## src/rtl/uart_pkg.sv

```systemverilog
// Shared types and constants for the FIFO-fed UART transmitter.
//   tx_state_t : transmitter FSM state encoding
//   DATA_BITS  : payload bits per frame
//   IDLE_LVL   : line level for idle and stop bits
package uart_pkg;

  typedef enum logic [2:0] {
    IDLE   = 3'd0,
    FETCH  = 3'd1,
    START  = 3'd2,
    DATA   = 3'd3,
    PARITY = 3'd4,
    STOP   = 3'd5
  } tx_state_t;

  localparam int unsigned DATA_BITS = 8;
  localparam logic        IDLE_LVL  = 1'b1;

endpackage

```

## src/rtl/uart_baud_gen.sv

```systemverilog
// Bit-period counter for the UART transmitter.
// Counts 0..CLKS_PER_BIT-1 and wraps; o_tick is high for the single cycle
// in which the counter sits at its last value, so the owner advances on the wrap.
// Ports:
//   clk     : clock, posedge
//   rst     : asynchronous reset, active-high
//   i_clear : hold the counter at zero (no ticks while asserted)
//   o_tick  : one-cycle pulse on wrap
module uart_baud_gen #(
  parameter int unsigned CLKS_PER_BIT = 4,
  parameter int unsigned CNT_W        = 16
) (
  input  logic clk,
  input  logic rst,
  input  logic i_clear,
  output logic o_tick
);

  localparam logic [CNT_W-1:0] LAST = CNT_W'(CLKS_PER_BIT - 1);

  logic [CNT_W-1:0] r_cnt;
  logic             w_wrap;

  assign w_wrap = (r_cnt == LAST);
  assign o_tick = w_wrap && !i_clear;

  always_ff @(posedge clk or posedge rst) begin
    if (rst) begin
      r_cnt <= '0;
    end else if (i_clear || w_wrap) begin
      r_cnt <= '0;
    end else begin
      r_cnt <= r_cnt + CNT_W'(1);
    end
  end

endmodule

```

## src/rtl/fifo_uart_tx.sv

```systemverilog
// Read-side consumer of the 8-entry byte FIFO: pops one byte at a time and
// sends it on txd as an 8N1 frame, LSB first. Back-to-back frames are sent
// without an idle gap while the FIFO stays non-empty.
// Optional feature macro: UART_TX_PARITY_EN adds an even-parity bit after DATA.
// Ports:
//   clk        : clock, posedge
//   rst        : asynchronous reset, active-high
//   fifo_out   : FIFO read data (valid on the posedge after the fifo_re pulse)
//   fifo_empty : FIFO empty flag
//   fifo_re    : FIFO read enable, one-cycle pulse (registered)
//   txd        : serial output, idles high (registered)
//   busy       : high from FETCH through the last stop-bit cycle (registered)
module fifo_uart_tx
  import uart_pkg::*;
#(
  parameter int unsigned CLKS_PER_BIT = 4,
  parameter int unsigned CNT_W        = 16
) (
  input  logic       clk,
  input  logic       rst,
  input  logic [7:0] fifo_out,
  input  logic       fifo_empty,
  output logic       fifo_re,
  output logic       txd,
  output logic       busy
);

  localparam logic [2:0] LAST_BIT = 3'(DATA_BITS - 1);

  tx_state_t  r_state;
  logic [7:0] r_shift;
  logic [2:0] r_bit;
  logic       r_re;
  logic       r_txd;
  logic       r_busy;
  logic       w_tick;
  logic       w_clear;
`ifdef UART_TX_PARITY_EN
  logic       r_par;
`endif

  // Hold the bit timer at zero until the frame starts so START gets a full period.
  assign w_clear = (r_state == IDLE) || (r_state == FETCH);

  uart_baud_gen #(
    .CLKS_PER_BIT (CLKS_PER_BIT),
    .CNT_W        (CNT_W)
  ) u_baud (
    .clk     (clk),
    .rst     (rst),
    .i_clear (w_clear),
    .o_tick  (w_tick)
  );

  always_ff @(posedge clk or posedge rst) begin
    if (rst) begin
      r_state <= IDLE;
      r_shift <= '0;
      r_bit   <= '0;
      r_re    <= 1'b0;
      r_txd   <= IDLE_LVL;
      r_busy  <= 1'b0;
`ifdef UART_TX_PARITY_EN
      r_par   <= 1'b0;
`endif
    end else begin
      r_re <= 1'b0;
      case (r_state)
        IDLE: begin
          r_txd <= IDLE_LVL;
          if (!fifo_empty) begin
            r_re    <= 1'b1;
            r_busy  <= 1'b1;
            r_state <= FETCH;
          end
        end
        FETCH: begin
          // FIFO zeroes its output on the next negedge; this is the only capture point.
          r_shift <= fifo_out;
`ifdef UART_TX_PARITY_EN
          r_par   <= ^fifo_out;
`endif
          r_txd   <= 1'b0;
          r_state <= START;
        end
        START: begin
          if (w_tick) begin
            r_txd   <= r_shift[0];
            r_shift <= {1'b0, r_shift[7:1]};
            r_bit   <= '0;
            r_state <= DATA;
          end
        end
        DATA: begin
          if (w_tick) begin
            r_bit <= r_bit + 3'd1;
            if (r_bit == LAST_BIT) begin
`ifdef UART_TX_PARITY_EN
              r_txd   <= r_par;
              r_state <= PARITY;
`else
              r_txd   <= IDLE_LVL;
              r_state <= STOP;
`endif
            end else begin
              r_txd   <= r_shift[0];
              r_shift <= {1'b0, r_shift[7:1]};
            end
          end
        end
`ifdef UART_TX_PARITY_EN
        PARITY: begin
          if (w_tick) begin
            r_txd   <= IDLE_LVL;
            r_state <= STOP;
          end
        end
`endif
        STOP: begin
          if (w_tick) begin
            if (!fifo_empty) begin
              r_re    <= 1'b1;
              r_state <= FETCH;
            end else begin
              r_busy  <= 1'b0;
              r_state <= IDLE;
            end
          end
        end
        default: begin
          r_txd   <= IDLE_LVL;
          r_busy  <= 1'b0;
          r_state <= IDLE;
        end
      endcase
    end
  end

  assign fifo_re = r_re;
  assign txd     = r_txd;
  assign busy    = r_busy;

endmodule

```

## config.mk

```make
export PLATFORM = sky130hd
export DESIGN_NAME = fifo_uart_tx
export DESIGN_NICKNAME = d
export VERILOG_FILES = /design/src/rtl/uart_pkg.sv /design/src/rtl/uart_baud_gen.sv /design/src/rtl/fifo_uart_tx.sv
export SDC_FILE = /design/constraint.sdc
export NUM_CORES = 1
export LEC_CHECK = 0
export CORE_ASPECT_RATIO = 1.4
export CORE_MARGIN = 3
export CORE_UTILIZATION = 45
export CTS_CLUSTER_SIZE = 10
export DETAILED_ROUTE_END_ITERATION = 8
export HOLD_SLACK_MARGIN = 0.12
export PLACE_DENSITY_LB_ADDON = 0.25
export RECOVER_POWER = 25
export SLEW_MARGIN = 20
export SYNTH_ARGS = -nofsm -noshare
export SYNTH_HDL_FRONTEND = slang
export SYNTH_SLANG_ARGS = --single-unit
```

## constraint.sdc

```tcl
create_clock -name clk -period 4.1 [get_ports clk]
set_input_delay 0.82 -clock clk [delete_from_list [all_inputs] [get_ports clk]]
set_output_delay 0.82 -clock clk [all_outputs]
set_load 0.1 [all_outputs]
```

# [After elaboration in Yosys (flattened, before gate mapping)]
# Cells that the tools add are included.
[totals] ff_bits=33 latch_bits=0 mem_bits_rw=0 romBits=0 memories=0
[classes] add_sub_neg=2 n_mul=0 div_mod_pow=0 order_cmp=0 eq_ne=13 n_shift=0 muxes=26 n_bitwise=2 n_reduce_logical=13
[op_table] op="$mux 8" n=3
[op_table] op="$pmux 8 s3" n=1
[op_table] op="$mux 3" n=7
[op_table] op="$add 16x1->16 const B" n=1
[op_table] op="$eq 16x2->1 const B" n=1
[op_table] op="$mux 16" n=1
[op_table] op="$pmux 3 s5" n=1
[op_table] op="$mux 1" n=9
[op_table] op="$ne 2x2->1 const B" n=4
[op_table] op="$reduce_and 4->1" n=2
[op_table] op="$eq 3x2->1 const B" n=2
[op_table] op="$eq 3x3->1 const B" n=2
[op_table] op="$ne 2x1->1 const B" n=3
[op_table] op="$pmux 3 s2" n=1
[op_table] op="$reduce_and 3->1" n=2
[op_table] op="$reduce_and 5->1" n=1
[op_table] op="$pmux 1 s4" n=1
[op_table] op="$add 3x1->3 const B" n=1
[op_table] op="$eq 3x1->1 const B" n=1
[op_table] op="$logic_not 3->1" n=1
[op_table] op="$pmux 1 s3" n=1
[op_table] op="$reduce_bool 3->1" n=1
[op_table] op="$reduce_or 3->1" n=1
[op_table] op="$logic_or 1x1->1" n=2
[op_table] op="other kinds (5)" n=6

# [Longest topological paths before layout]
[depth] depth_word=6 depth_mapped=6 mapped_depth_nobuf=5

# [By module]
# Synthesis repeated with hierarchy kept, for this count alone.
[unflattened] hier_cells=185 area_unflattened_um2=1788.0
[modules_own_cells] mod="fifo_uart_tx" n_inst=1 cells_per_inst=101 area_per_inst_um2=985.9 seq_area_each_um2=426.7
[modules_own_cells] mod="uart_baud_gen" n_inst=1 cells_per_inst=84 area_per_inst_um2=802.0 seq_area_each_um2=400.4

# [Worst setup path after synthesis]
# OpenSTA, ideal clock, no wires.
[synth_path] kind="reg-to-output" startpoint="register r_busy (netlist: busy)" endpoint="output busy" arrival_time_ps=912 required_time_ps=3280 path_slack_ps=2368 stages_incl_launch_ff=1 path_buffers=0 path_cell_list="dfrtp_1"
[synth_rtl] element="start, declared" line="fifo_uart_tx.sv:35" rtl="logic r_busy;"
[synth_rtl] element="start signal, assigned" line="fifo_uart_tx.sv:62" rtl="r_busy <= 1'b0;"
[synth_rtl] element="start signal, assigned" line="fifo_uart_tx.sv:73" rtl="r_busy <= 1'b1;"
[synth_rtl] element="start signal, assigned" line="fifo_uart_tx.sv:125" rtl="r_busy <= 1'b0;"
[synth_rtl] element="end, declared" line="fifo_uart_tx.sv:25" rtl="output logic busy"
# No word-level cell between the ends.

# [Final worst setup path]
[layout_path] startpoint="register r_txd (netlist: txd)" endpoint="output txd"
[layout_rtl] element="start, declared" line="fifo_uart_tx.sv:34" rtl="logic r_txd;"
[layout_rtl] element="start signal, assigned" line="fifo_uart_tx.sv:88" rtl="r_txd <= r_shift[0];"
[layout_rtl] element="start signal, assigned" line="fifo_uart_tx.sv:106" rtl="r_txd <= r_shift[0];"
[layout_rtl] element="end, declared" line="fifo_uart_tx.sv:24" rtl="output logic txd,"
# No word-level cell between the ends.

==> metrics <==
status finished, violations left; failing checks capacitance limit, slew limit; power density cells 574 nW/um^2; via total after detailed routing 1,314; largest area contributor in the synthesized netlist sky130_fd_sc_hd__dfrtp_1; post-placement setup slack 1.65 ns; Leak 0.824 nW; final clock period utilization by the worst path 0.671; transition time of the tightest slew-check pin 1.75 ns; number of synthesized flops with an enable pin 0; unrepaired setup endpoints after global routing no; HPWL Detailed 2390 um; final-report setup violation count 0; clock-pin slew on the worst setup and hold paths 0.07 ns; final worst setup slack 1.35 ns; cell breakdown of the critical path clkdlybuf4s50_1; Syn Std Cell Area 1700 um^2; worst hold slack across all endpoints 0.460 ns; number of CTS-inserted buffers 5; upper clock frequency limit 364 MHz; Die Y-Extent 78.7 um; Worst Path Class, Setup register to primary output; GR Overflow Total 0; FF+latch area 827 um^2; root buffer selected by CTS sky130_fd_sc_hd__clkbuf_8; maximum resistive drop on vdd 349 uV; ratio of cells with drive above 1 in the final layout 0.0899; gp weighted congestion 0.768; DRC 0; Die Outline Area 4560 um^2; Iter 0 DRT Violations 39; Avg Vias per Cell 5.74; register-to-register setup slack 2.22 ns; setup total negative slack 0 ns; maximum number of pins on one net before global-route repair 34; net switching power 0.000384 W; TritonCTS clock tree built; critical-path cell with the highest stage delay sky130_fd_sc_hd__clkdlybuf4s50_1; commonest register cell after synthesis sky130_fd_sc_hd__dfrtp_1; buffer and inverter count on the worst path 1; net switching share of the total power 0.341; Synth area leaders sky130_fd_sc_hd__dfrtp_1 (47%), sky130_fd_sc_hd__nor2_1 (6.4%), sky130_fd_sc_hd__xnor2_1 (6.2%), sky130_fd_sc_hd__o22a_1 (4.1%), sky130_fd_sc_hd__nand2_1 (2.6%); clock latency on the worst-skew pair 0.28 ns; worst hold path class register to register; number of max-cap violations 1; number of H-tree branching levels 2; cell count after placement 221; via count of the first global-routing pass 1,376; FP Rows 25; # nets final 202; placeable core region 3500 um^2; portion of total power attributed to sequential cells 0.415; maximum fanout along the worst path 2; placed inst area 1850 um^2; Slew headroom -0.167; synth-to-layout area growth 15.3%; largest stage delay on the critical path 1.12 ns; sum of routed wire length over all layers 3370 um; Synth top area share 0.471; post-route clock skew 0.00831 ns; relative contribution of combinational cells to total power 0.307; Resized Gates After CTS 0; clock power share 0.277; number of diodes added for antenna fixing 0; final std cell area, no fill 1960 um^2; CTS Hold Buffers Added 0; fraction of the yosys area taken by sequential cells 0.486; Pre-Repair DR Iteration Count 4; share of flip-flops with an asynchronous set or reset after synthesis 1.00; Setup crit start kind register; Final Hold Vio Count 0; arrival time worst endpoint 1.93 ns; count of pins over their slew limit 34; Yosys warning count 0; number of distinct library cell variants in the gate-level netlist after synthesis 38; initial antenna violation count 0; Int Pwr 0.000742 W; ANT nets after route 0; area taken by multi-input logic gates 785 um^2; Tot GR Track Use 0.169; effective utilization at floorplan 0.485; required time reported for the critical path endpoint 3.28 ns; fill cell count 304; Die Span X 58.0 um; final instance count without filler cells 229; Post-Syn Nets 188; Post-CTS Setup Repair Bufs 0; number of instances in the synthesized netlist 174; wire length per cell 14.7 um; register bit total from synthesis 33; Sinks on Clock Net 33; final critical path time including I/O delays and setup 2.75 ns; number of buffers inserted by port buffering 13; family with the most delay on the worst path buffers and inverters; count of boundary I/O pins 14; global-route wire length before repair 6050 um; clock buffer depth 2; average size of a mapped cell 9.77 um^2; kind of capture point of the worst setup path primary output
[synthesized netlist by cell type, types with 3 or more instances]
library cell              number
sky130_fd_sc_hd__o21ai_0       3
sky130_fd_sc_hd__xnor2_1      12
sky130_fd_sc_hd__o21ai_1       3
sky130_fd_sc_hd__ha_1          3
sky130_fd_sc_hd__inv_1        11
sky130_fd_sc_hd__a31oi_1       7
sky130_fd_sc_hd__nor2_1       29
sky130_fd_sc_hd__nor4_1        4
sky130_fd_sc_hd__nand3_1       6
sky130_fd_sc_hd__nand4_1       3
sky130_fd_sc_hd__dfrtp_1      32
sky130_fd_sc_hd__o22a_1        8
sky130_fd_sc_hd__nand2_1      12
sky130_fd_sc_hd__buf_2         4
sky130_fd_sc_hd__nor3_1        6
[final cells by class]
type | instances | area share
clock buffers | 7 | 0.0440
clock inverters | 1 | 0.0153
repair buffers | 15 | 0.0721
well taps | 40 | 0.0255
multi-input cells | 122 | 0.400
flip-flops and latches | 33 | 0.422
inverters | 11 | 0.0211
[layer usage]
layer  global-route usage  vias up  routed length (um)
met4               0.0510        0                  42
met1                0.193      630                1390
li1                     -      637                   -
met2                0.300       40                1770
met3               0.0472        7                 169
met5                    0        -                   0
[power by group through the flow]
stage	sequential (W)	clock (W)	combinational (W)
floorplan	0.000489	0	0.000263
global placement	0.000466	0	0.000334
detailed placement	0.000473	0	0.000352
CTS	0.000468	0.000319	0.000351
global route	0.000480	0.000335	0.000387
finish	0.000467	0.000312	0.000346
[cell families (layout without fill, tap and decap cells)]
family | Yosys count | after routing | synth area share
adders and majority gates | 3 | 3 | 0.0221
and+or+nand+nor | 73 | 73 | 0.227
xor gates and xnor gates | 14 | 14 | 0.0721
buffers and inverters | 19 | 34 | 0.0522
AOI/OAI and AO/OA | 32 | 32 | 0.140
DFF | 33 | 33 | 0.486
[layout by cell type, fill, tap and decap left out, drive strengths merged, types with 7 or more instances in the layout]
master         Yosys  routed
o22a               8       8
nor2              29      29
o21ai              7       7
inv               11      11
xnor2             12      12
nand2             12      12
dfrtp             32      32
a31oi              7       7
clkbuf             2       8
clkdlybuf4s50      0      12
[sequential cells by signal (all words and copies together) (netlist names)]
register and flops:
r_shift 8, r_state 3, fifo_re 1, busy 1
r_bit 3, txd 1, u_baud.r_cnt 16
[worst paths after layout]
check                                             to  cells after the start                 startpoint
max                                              txd                      1            txd$_DFFE_PP1P_
min                        u_baud.r_cnt[0]$_DFF_PP0_                      1  u_baud.r_cnt[0]$_DFF_PP0_
max reg2reg                   r_shift[0]$_DFFE_PP0P_                      5  u_baud.r_cnt[0]$_DFF_PP0_
min reg2reg                u_baud.r_cnt[0]$_DFF_PP0_                      1  u_baud.r_cnt[0]$_DFF_PP0_
max in group asynchronous  u_baud.r_cnt[5]$_DFF_PP0_                      3                        rst
min in group asynchronous  u_baud.r_cnt[3]$_DFF_PP0_                      3                        rst
[per-stage QoR]
stage	power, W	utilization
2_1_floorplan	0.000752	-
3_3_place_gp	0.000800	0.528
3_5_place_dp	0.000825	0.528
4_1_cts	0.00114	0.561
5_1_grt	0.00120	0.560
6_report	0.00113	0.560
Power figures use the tool's default switching activity.
